[config.mk]
export PLATFORM = sky130hd
export DESIGN_NAME = result_buf_drain_ctrl
export DESIGN_NICKNAME = d
export VERILOG_FILES = /design/src/rtl/image_block_pkg.sv /design/src/rtl/drain_skid_fifo.sv /design/src/rtl/result_buf_drain_ctrl.sv
export SDC_FILE = /design/constraint.sdc
export NUM_CORES = 1
export LEC_CHECK = 0
export CAP_MARGIN = 20
export CORE_AREA = 3 3 422 424
export DETAILED_ROUTE_END_ITERATION = 8
export DIE_AREA = 0 0 425 427
export RECOVER_POWER = 25
export SLEW_MARGIN = 20
export SYNTH_ARGS = -nofsm -noshare
export SYNTH_HDL_FRONTEND = slang
export SYNTH_SLANG_ARGS = --single-unit
[constraint.sdc]
create_clock -name clk -period 20.8 [get_ports clk]
set_input_delay 2.08 -clock clk [delete_from_list [all_inputs] [get_ports clk]]
set_output_delay 2.08 -clock clk [all_outputs]
set_load 0.1 [all_outputs]
[src/rtl/image_block_pkg.sv]
// image_block_pkg: drain FSM state encoding and shared image-block defaults.
package image_block_pkg;

    typedef enum logic [1:0] {IDLE, CMD, XFER, RELEASE} drain_state_t;

    localparam int WORDS_PER_PKT_DEF = 5;
    localparam int ADDR_STEP_DEF     = 8;

endpackage

[src/rtl/drain_skid_fifo.sv]
// drain_skid_fifo: 2-entry output FIFO between the buffer RAM read port and the DDR write stream.
module drain_skid_fifo #(
    parameter int WIDTH = 512
) (
    input  logic             clk,
    input  logic             rst,
    input  logic             push,
    input  logic [WIDTH-1:0] din,
    input  logic             pop,
    output logic [WIDTH-1:0] dout,
    output logic             valid,
    output logic [1:0]       count
);

    logic [WIDTH-1:0] mem [2];
    logic             wr_ptr;
    logic             rd_ptr;

    assign dout  = mem[rd_ptr];
    assign valid = count != 2'd0;

    always_ff @(posedge clk) begin
        if (rst) begin
            mem[0] <= '0;
            mem[1] <= '0;
            wr_ptr <= 1'b0;
            rd_ptr <= 1'b0;
            count  <= 2'd0;
        end else begin
            if (push) begin
                mem[wr_ptr] <= din;
                wr_ptr      <= ~wr_ptr;
            end
            if (pop)
                rd_ptr <= ~rd_ptr;
            count <= count + 2'(push) - 2'(pop);
        end
    end

endmodule

[src/rtl/result_buf_drain_ctrl.sv]
// result_buf_drain_ctrl: drains complete packets from the result buffer RAM into DDR write bursts.
module result_buf_drain_ctrl
    import image_block_pkg::*;
#(
    parameter int WORDS_PER_PKT = WORDS_PER_PKT_DEF,
    parameter int FRAME_PKTS    = 360,
    parameter int DDR_ADDR_W    = 28,
    parameter int ADDR_STEP     = ADDR_STEP_DEF
) (
    input  logic                  clk,
    input  logic                  rst,
    input  logic                  enable,
    input  logic [DDR_ADDR_W-1:0] base_addr,
    input  logic                  pkt_ready,
    output logic [4:0]            rd_addr,
    input  logic [511:0]          rd_data,
    output logic                  rd_row_data_done,
    output logic                  cmd_req,
    output logic [DDR_ADDR_W-1:0] cmd_addr,
    input  logic                  cmd_ack,
    output logic [511:0]          wdata,
    output logic                  wvalid,
    input  logic                  wready,
    output logic                  frame_done
);

    localparam int WC_W = $clog2(WORDS_PER_PKT + 1);
    localparam int PC_W = $clog2(FRAME_PKTS + 1);
    localparam logic [DDR_ADDR_W-1:0] PKT_STEP  = DDR_ADDR_W'(WORDS_PER_PKT * ADDR_STEP);
    localparam logic [WC_W-1:0]       NWORDS    = WC_W'(WORDS_PER_PKT);
    localparam logic [WC_W-1:0]       LAST_WORD = WC_W'(WORDS_PER_PKT - 1);
    localparam logic [PC_W-1:0]       LAST_PKT  = PC_W'(FRAME_PKTS - 1);

    drain_state_t          state, state_n;
    logic [WC_W-1:0]       issued, sent;
    logic                  in_flight;
    logic [1:0]            fifo_cnt;
    logic                  xfer, issue, start, last_xfer, frame_end;
    logic [DDR_ADDR_W-1:0] pkt_addr;
    logic [PC_W-1:0]       pkt_cnt;

    assign xfer = wvalid & wready;

    // A read is issued only if its word is guaranteed a FIFO slot on arrival, counting this cycle's pop.
    always_comb begin
        start            = state == IDLE && enable && pkt_ready;
        issue            = state == XFER && issued != NWORDS &&
                           ({1'b0, fifo_cnt} - 3'(xfer) + 3'(in_flight)) < 3'd2;
        last_xfer        = state == XFER && xfer && sent == LAST_WORD;
        frame_end        = state == RELEASE && pkt_cnt == LAST_PKT;
        rd_row_data_done = state == RELEASE;
        frame_done       = frame_end;
        state_n          = state == IDLE ? (start ? CMD : IDLE) :
                           state == CMD  ? (cmd_ack ? XFER : CMD) :
                           state == XFER ? (last_xfer ? RELEASE : XFER) : IDLE;
    end

    always_ff @(posedge clk) begin
        if (rst)
            state <= IDLE;
        else
            state <= state_n;
    end

    always_ff @(posedge clk) begin
        if (rst) begin
            rd_addr   <= 5'd0;
            in_flight <= 1'b0;
            issued    <= '0;
            sent      <= '0;
            pkt_cnt   <= '0;
            pkt_addr  <= base_addr;
            cmd_req   <= 1'b0;
            cmd_addr  <= '0;
        end else begin
            in_flight <= issue;
            if (issue) begin
                rd_addr <= rd_addr + 5'd1;
                issued  <= issued + 1'b1;
            end
            if (xfer)
                sent <= sent + 1'b1;
            if (start) begin
                cmd_req  <= 1'b1;
                cmd_addr <= pkt_cnt == '0 ? base_addr : pkt_addr;
                issued   <= '0;
                sent     <= '0;
            end
            if (state == CMD && cmd_ack)
                cmd_req <= 1'b0;
            if (state == RELEASE) begin
                pkt_cnt  <= frame_end ? '0 : pkt_cnt + 1'b1;
                pkt_addr <= frame_end ? base_addr : cmd_addr + PKT_STEP;
            end
        end
    end

    drain_skid_fifo #(.WIDTH(512)) u_fifo (
        .clk   (clk),
        .rst   (rst),
        .push  (in_flight),
        .din   (rd_data),
        .pop   (xfer),
        .dout  (wdata),
        .valid (wvalid),
        .count (fifo_cnt)
    );

endmodule

==> impl_metrics.tcl, run 1 <==
set metrics [dict create \
    status "finished with violations" \
    failed_checks "max-capacitance violations, max-slew violations" \
    clk-insertion-delay-late_ns 0.79 \
    crit_chain "dlygate4sd3_1 > clkbuf_1 > nor3b_1 > clkbuf_1 > clkbuf_1 > buf_4 > and2_1" \
    rsz0062_at_grt "false" \
    syn_to_final_growth_pct 37.0 \
    dp_hpwl_um 121000 \
    crit_path_end_kind "flip-flop" \
    drive_gt1_share_pct 16.9 \
    timing.fmax_mhz 114 \
    coreArea_um2 174000 \
    firstDrtPassIters 5 \
    power.total_uw 6130 \
    clock_skew_ns 0.0496 \
    powerDensity_nw_per_um2 93.8 \
    synthXorXnorAreaFrac_pct 0.514 \
    synth_top_family_by_area "simple AND/OR/NAND/NOR gates" \
    fillers 16500 \
    crit_buf_inv 5 \
    synth.area.mux_share_pct 12.7 \
    finalSetupViolations 0 \
    power.leakage_uw 0.0232 \
    utilization_pct 37.5 \
    clkTransAtPathRegs_ns 0.06 \
    numCtsBuffers 131 \
    wl_met3_um 13200 \
    detail_route.vias_per_cell 4.49 \
    clockPowerShare_pct 36.2 \
    crit_family "buffers and inverters" \
    cts_tree "done" \
    dp_cells 6420 \
    synth_area_leaders "edfxtp_1 66%, and2_1 13%, mux2_2 12%, dfxtp_1 2.4%, clkbuf_1 1.5%" \
    min_path_type "flip-flop to flip-flop" \
    hold_violations 0 \
    dieHeight_um 427 \
    synth_top_area_share_pct 66.2 \
    fin_crit_sh_pct 42.3 \
    cp.arrival_ns 9.44 \
    crit_path_max_incr_delay_ns 2.44 \
    crit_slowest_cell "clkbuf_1" \
    synth_area_leader_cell "edfxtp_1" \
    holdBufCountCts 0 \
    cts_buffer_depth 3 \
    worst_slew_pin_slew_ns 3.96 \
    fin_crit_ns 8.81 \
    synth.distinct_cells 45 \
    remaining_drc_errors 0 \
    async_flop_share_pct 0 \
    top_layer "met5" \
    ys.flop_type "edfxtp_1" \
    routed_wl_um 169000 \
    required_ns 21.43 \
    avgSynthCellArea_um2 15.1 \
    drv_cap 14 \
    synth-compound-area-share_pct 1.18 \
    synth-seq-area-share_pct 68.6 \
    synthSimpleGateAreaFrac_pct 15.0 \
    dr_wl_met2_um 85000 \
    cpMostUsedCell "clkbuf_1" \
    vias 30100 \
    crit_type "primary input to flip-flop" \
    wire_per_inst_um 25.2 \
    intPower_uw 4170 \
    synth_edf_count 1052 \
    synth_nets 3712 \
    ir_drop_mv 0.0710 \
    cp_max_fo 92 \
    slew_headroom_pct -164 \
    ys_seq_elements 1109 \
    gp_congestion 0.927 \
    m1WireLength_um 62100 \
    grt_max_degree 227 \
    grt_overflow_total 0 \
    cts-htree-levels 4 \
    final-max-slew-violation-count 735 \
    fin_cells 6704 \
    fin_setup_tns_ns 0 \
    comb_power_share_pct 21.8 \
    grt_pass1_wl_um 231000 \
    rows 153 \
    start_util_pct 27.4 \
    root_buffer "clkbuf_16" \
    ant_nets 0 \
    drt_iter0_drc 2103 \
    nets 4785 \
    synthAdderAreaFrac_pct 0.278 \
    antenna_found_initial 91 \
    die_area_um2 181000 \
    power.net_switching_uw 1960 \
    cts_setup_buffers 0 \
    grt_usage_pct 17.9 \
    postSynthCellCount 3156 \
    grt_pass1_vias 30000 \
    cts_sinks 1109 \
    seq_power_share_pct 41.9 \
    die_w_um 425 \
    ios 1095 \
    p_sw_share_pct 31.9 \
    synth_warnings 0 \
    port_buffers 1094 \
    start_kind "primary input" \
    cts_resized 0 \
    syn-cell-area_um2 47700 \
]
[cell type report]
| type | instances | area, um^2 | share of cell area [%] |
|---|---|---|---|
| Sequential cell | 1109 | 32700 | 50.1 |
| Multi-Input combinational cell | 1840 | 14200 | 21.7 |
| Timing Repair Buffer | 1133 | 11200 | 17.2 |
| Clock buffer | 162 | 3440 | 5.26 |
| Tap cell | 2325 | 2910 | 4.45 |
| Clock inverter | 67 | 672 | 1.03 |
| Antenna cell | 54 | 135 | 0.207 |
| Inverter | 14 | 52.6 | 0.0804 |
[path summary, 6_finish.rpt]
kind	start	endpoint	slack, ns	depth (start not counted)
min reg2reg	sent[2]$_SDFFE_PP0P_	state[0]$_SDFF_PP0_	0.49	2
min	sent[2]$_SDFFE_PP0P_	state[0]$_SDFF_PP0_	0.49	2
max reg2reg	in_flight$_SDFF_PP0_	u_fifo.mem[0][218]$_SDFFCE_PN0P_	14.19	5
max	rst	u_fifo.mem[0][218]$_SDFFCE_PN0P_	11.99	7
[sequential cells by signal, summed over array words and instances, names as in the netlist, 3 cells and up, named ones only]
register	flops
cmd_addr	28
issued	3
pkt_addr	28
pkt_cnt	9
rd_addr	5
sent	3
u_fifo.mem	1024
[power by group through the flow]
stage	sequential [uW]	clock (uW)	combinational, uW
2_1_floorplan	2650	0	916
3_3_place_gp	2610	0	1340
3_5_place_dp	2620	0	1350
4_1_cts	2570	2290	1350
5_1_grt	2580	2370	1380
6_report	2570	2220	1340
[worst register-to-register path, stage by stage, from the launching register on]
cell and delay (ns):
dfxtp_1 0.45, nor3b_1 0.29, clkbuf_1 1.79, clkbuf_1 2.50
buf_4 1.12, and2_1 0.32
[placed cells by master (no fill, tap or decap), drive strengths merged, types with 7 or more instances in the layout]
| cell | instances |
|---|---|
| nand3 | 7 |
| clkdlybuf4s50 | 1077 |
| xor2 | 10 |
| a31oi | 10 |
| mux2i | 29 |
| dfxtp | 57 |
| nor2 | 36 |
| inv | 20 |
| a21oi | 11 |
| nand2 | 49 |
| mux2 | 514 |
| and2 | 1024 |
| or3 | 8 |
| clkbuf | 173 |
| clkinv | 51 |
| buf | 43 |
| o21ai | 24 |
| diode | 54 |
| xnor2 | 18 |
| ha | 9 |
| nand4 | 11 |
| edfxtp | 1052 |
| bufinv | 8 |
| nor3 | 7 |
| o2bb2ai | 25 |
[kinds of logic (layout without fill, tap and decap cells)]
group,Yosys count,after routing
xor+xnor,28,28
compound gates,84,84
flops,1109,1109
buf+inv,207,1376
simple gates,1175,1175
fa+ha+maj,10,10
mux,543,543
other cells,0,54
[synthesized netlist by cell type, types with 3 or more instances]
library cell / instances
edfxtp_1: 1052
and2_1: 1024
mux2_2: 514
clkbuf_1: 186
dfxtp_1: 57
nand2_1: 49
nor2_1: 36
mux2i_1: 29
o2bb2ai_1: 25
o21ai_0: 24
xnor2_1: 18
inv_1: 14
a21oi_1: 11
a31oi_1: 10
xor2_1: 10
ha_1: 9
nand4_1: 9
or3_1: 8
nand3_1: 7
nor3_1: 7
nor2b_1: 6
nor4_1: 6
and3_1: 5
buf_2: 5
o31ai_1: 4
o22ai_1: 3
or4_1: 3
[per-layer routing]
layer / vias to the layer above / global-route usage [%]
met5: - / 0
li1: 13500 / -
met2: 1095 / 30.0
met1: 15100 / 20.2
met4: 18 / 9.92
met3: 372 / 5.71
[per-stage QoR]
stage                     setup WS (ns)  hold WS, ns  instance area [um^2]
final                             11.99        0.487                 65400
after global routing              11.49        0.514                 65300
after CTS                         12.88        0.489                 65300
after detailed placement          13.80        0.474                 61200
after global placement            13.82        0.477                 61200
after floorplan                    7.09        0.458                 47700
Power figures use the tool's default switching activity.
==> run 2: changes to the inputs <==
Clock period 20.8 ns to 7.5 ns, I/O delays scaled along.
==> run 2 against run 1 <==
Compared with the run above: the flow still finishes with violations (max-capacitance violations, max-slew violations); register-to-register slack got worse by 11 ns; via count decreased by 0.59%; sequential power increased to 2.8 times the previous value; worst hold slack improved by 0.0028 ns; clock-buffer cell count increased by 1; combinational power increased to 2.8 times the previous value; wire length decreased by 4.8%; worst setup slack got worse by 9.8 ns; global-route usage decreased by 0.95 points; die area unchanged; largest power group unchanged.
==> impl_metrics.tcl, run 2 (synthesis gave the netlist of run 1 again) <==
set metrics [dict create \
    status "finished with violations" \
    failed_checks "max-capacitance violations, max-slew violations" \
    cts_resized 0 \
    seqCellArea_um2 32700 \
    firstDrtPassIters 7 \
    top_register "u_fifo.mem" \
    cts_buffer_depth 3 \
    ios 1095 \
    hold_end "cmd_addr[0]$_SDFFE_PP0P_" \
    cts_tree "done" \
    r2r-start "u_fifo.wr_ptr$_SDFFE_PP0P_" \
    dieHeight_um 427 \
    clkTransAtPathRegs_ns 0.06 \
    cp_max_fo 149 \
    start_util_pct 27.4 \
    reg2reg_to "u_fifo.mem[1][436]$_SDFFCE_PN0P_" \
    cts_sinks 1109 \
    ant_nets 0 \
    timing.fmax_mhz 188 \
    finalSetupViolations 0 \
    die_area_um2 181000 \
    fin_setup_tns_ns 0 \
    drive_gt1_share_pct 16.7 \
    hold_ws_ns 0.490 \
    ir_drop_mv 0.211 \
    top_regs "u_fifo.mem x1024, cmd_addr x28, pkt_addr x28" \
    rows 153 \
    hold_violations 0 \
    routed_wl_um 161000 \
    fin_crit_ns 5.32 \
    rr_worst_depth 5 \
    dp_hpwl_um 111000 \
    slew_headroom_pct -158 \
    crit_path_end_kind "flip-flop" \
    rsz0062_at_grt "false" \
    crit_type "primary input to flip-flop" \
    remaining_drc_errors 0 \
    port_buffers 1094 \
    grt_usage_pct 17.0 \
    required_ns 7.86 \
    largest_reg_flops 1024 \
    detail_route.vias_per_cell 4.47 \
    powerDensity_nw_per_um2 259 \
    grt_pass1_vias 29400 \
    fillers 16600 \
    drt_iter0_drc 1898 \
    place_ws_ns 3.19 \
    multi_input_area_um2 14200 \
    power.leakage_uw 0.0233 \
    drv_cap 8 \
    fin_crit_sh_pct 70.9 \
    wire_per_inst_um 24.0 \
    vias 29900 \
    grt_max_degree 207 \
    syn_to_final_growth_pct 37.1 \
    final-max-slew-violation-count 416 \
    holdBufCountCts 0 \
    final_cell_area_um2 65400 \
    cts-htree-levels 4 \
    final_common_cell "clkdlybuf4s50_1" \
    worst_slew_pin_slew_ns 3.87 \
    min_path_type "flip-flop to flip-flop" \
    final_cell_mix "1086 x clkdlybuf4s50_1, 1052 x edfxtp_1, 873 x and2_1, 514 x mux2_2, 151 x and2_0" \
    root_buffer "clkbuf_16" \
    grt_overflow_total 0 \
    numCtsBuffers 132 \
    placed_cell_area_um2 61200 \
    setup_slack_ns 2.18 \
    clk-insertion-delay-late_ns 0.78 \
    reg2reg_slack_ns 3.17 \
    start_kind "primary input" \
    cp.arrival_ns 5.68 \
    die_w_um 425 \
    min_path_cells 1 \
    clock_skew_ns 0.0295 \
    cts_setup_buffers 0 \
    gp_congestion 0.871 \
    coreArea_um2 174000 \
    hp-start "cmd_addr[0]$_SDFFE_PP0P_" \
    nets 4777 \
    antenna_found_initial 73 \
    grt_pass1_wl_um 220000 \
]
run 2: changes by cell type in the layout (fill, tap and decap cells not counted), moves of 3 or more:
cell | before | now
and2_1 | 778 | 873
and2_0 | 246 | 151
clkbuf_1 | 39 | 33
clkinv_1 | 31 | 38
diode_2 | 54 | 43
buf_12 | 5 | 13
clkdlybuf4s50_1 | 1077 | 1086
bufinv_16 | 8 | 4
buf_4 | 34 | 15
clkinv_2 | 10 | 16
clkbuf_16 | 132 | 135
run 2: worst max-delay path by stage:
stage               startpoint                               end
floorplan                  rst    u_fifo.mem[1][0]$_SDFFCE_PN0P_
global placement           rst  u_fifo.mem[1][112]$_SDFFCE_PN0P_
detailed placement         rst  u_fifo.mem[1][375]$_SDFFCE_PN0P_
CTS                  flip-flop                         wdata[96]
global route               rst  u_fifo.mem[0][436]$_SDFFCE_PN0P_
finish                     rst  u_fifo.mem[0][436]$_SDFFCE_PN0P_
run 2: final cells by class:
class                      instances  share of cell area, %
multi-input combinational       1840                   21.7
clock inverter                    73                  0.918
sequential                      1109                   50.1
timing repair buffer            1124                   17.3
antenna                           43                  0.165
inverter                          14                 0.0804
tap                             2325                   4.45
clock buffer                     163                   5.34
run 2: where the power goes:
part	switching [uW]	total (uW)	internal [uW]
Clock	2620	6090	3470
Sequential	83.9	7110	7030
Combinational	2720	3730	1010
run 2: worst max-delay path: stages:
cell and delay [ns]:
dlygate4sd3_1 0.59, clkbuf_1 1.01, a21o_1 2.34, buf_12 0.54
run 2: per-layer routing:
layer  track usage (%)  wire length (um)  up-vias  part of all wire, %
met5                 0                75        -                0.047
met4              6.94              4970       10                  3.1
met3              4.87             10600      289                  6.6
met2              28.8             82500      963                   51
met1              20.1             62700    15100                   39
li1                  -                 -    13500                    -
run 2: metrics by stage:
| step | total power [uW] | util (%) | std cells |
|---|---|---|---|
| CTS | 17100 | 37.5 | 6647 |
| finish | 16900 | 37.5 | 6691 |
| global placement | 11000 | 35.1 | 6411 |
| global route | 17500 | 37.5 | 6672 |
| detailed placement | 11000 | 35.1 | 6411 |
| floorplan | 9830 | - | 3156 |
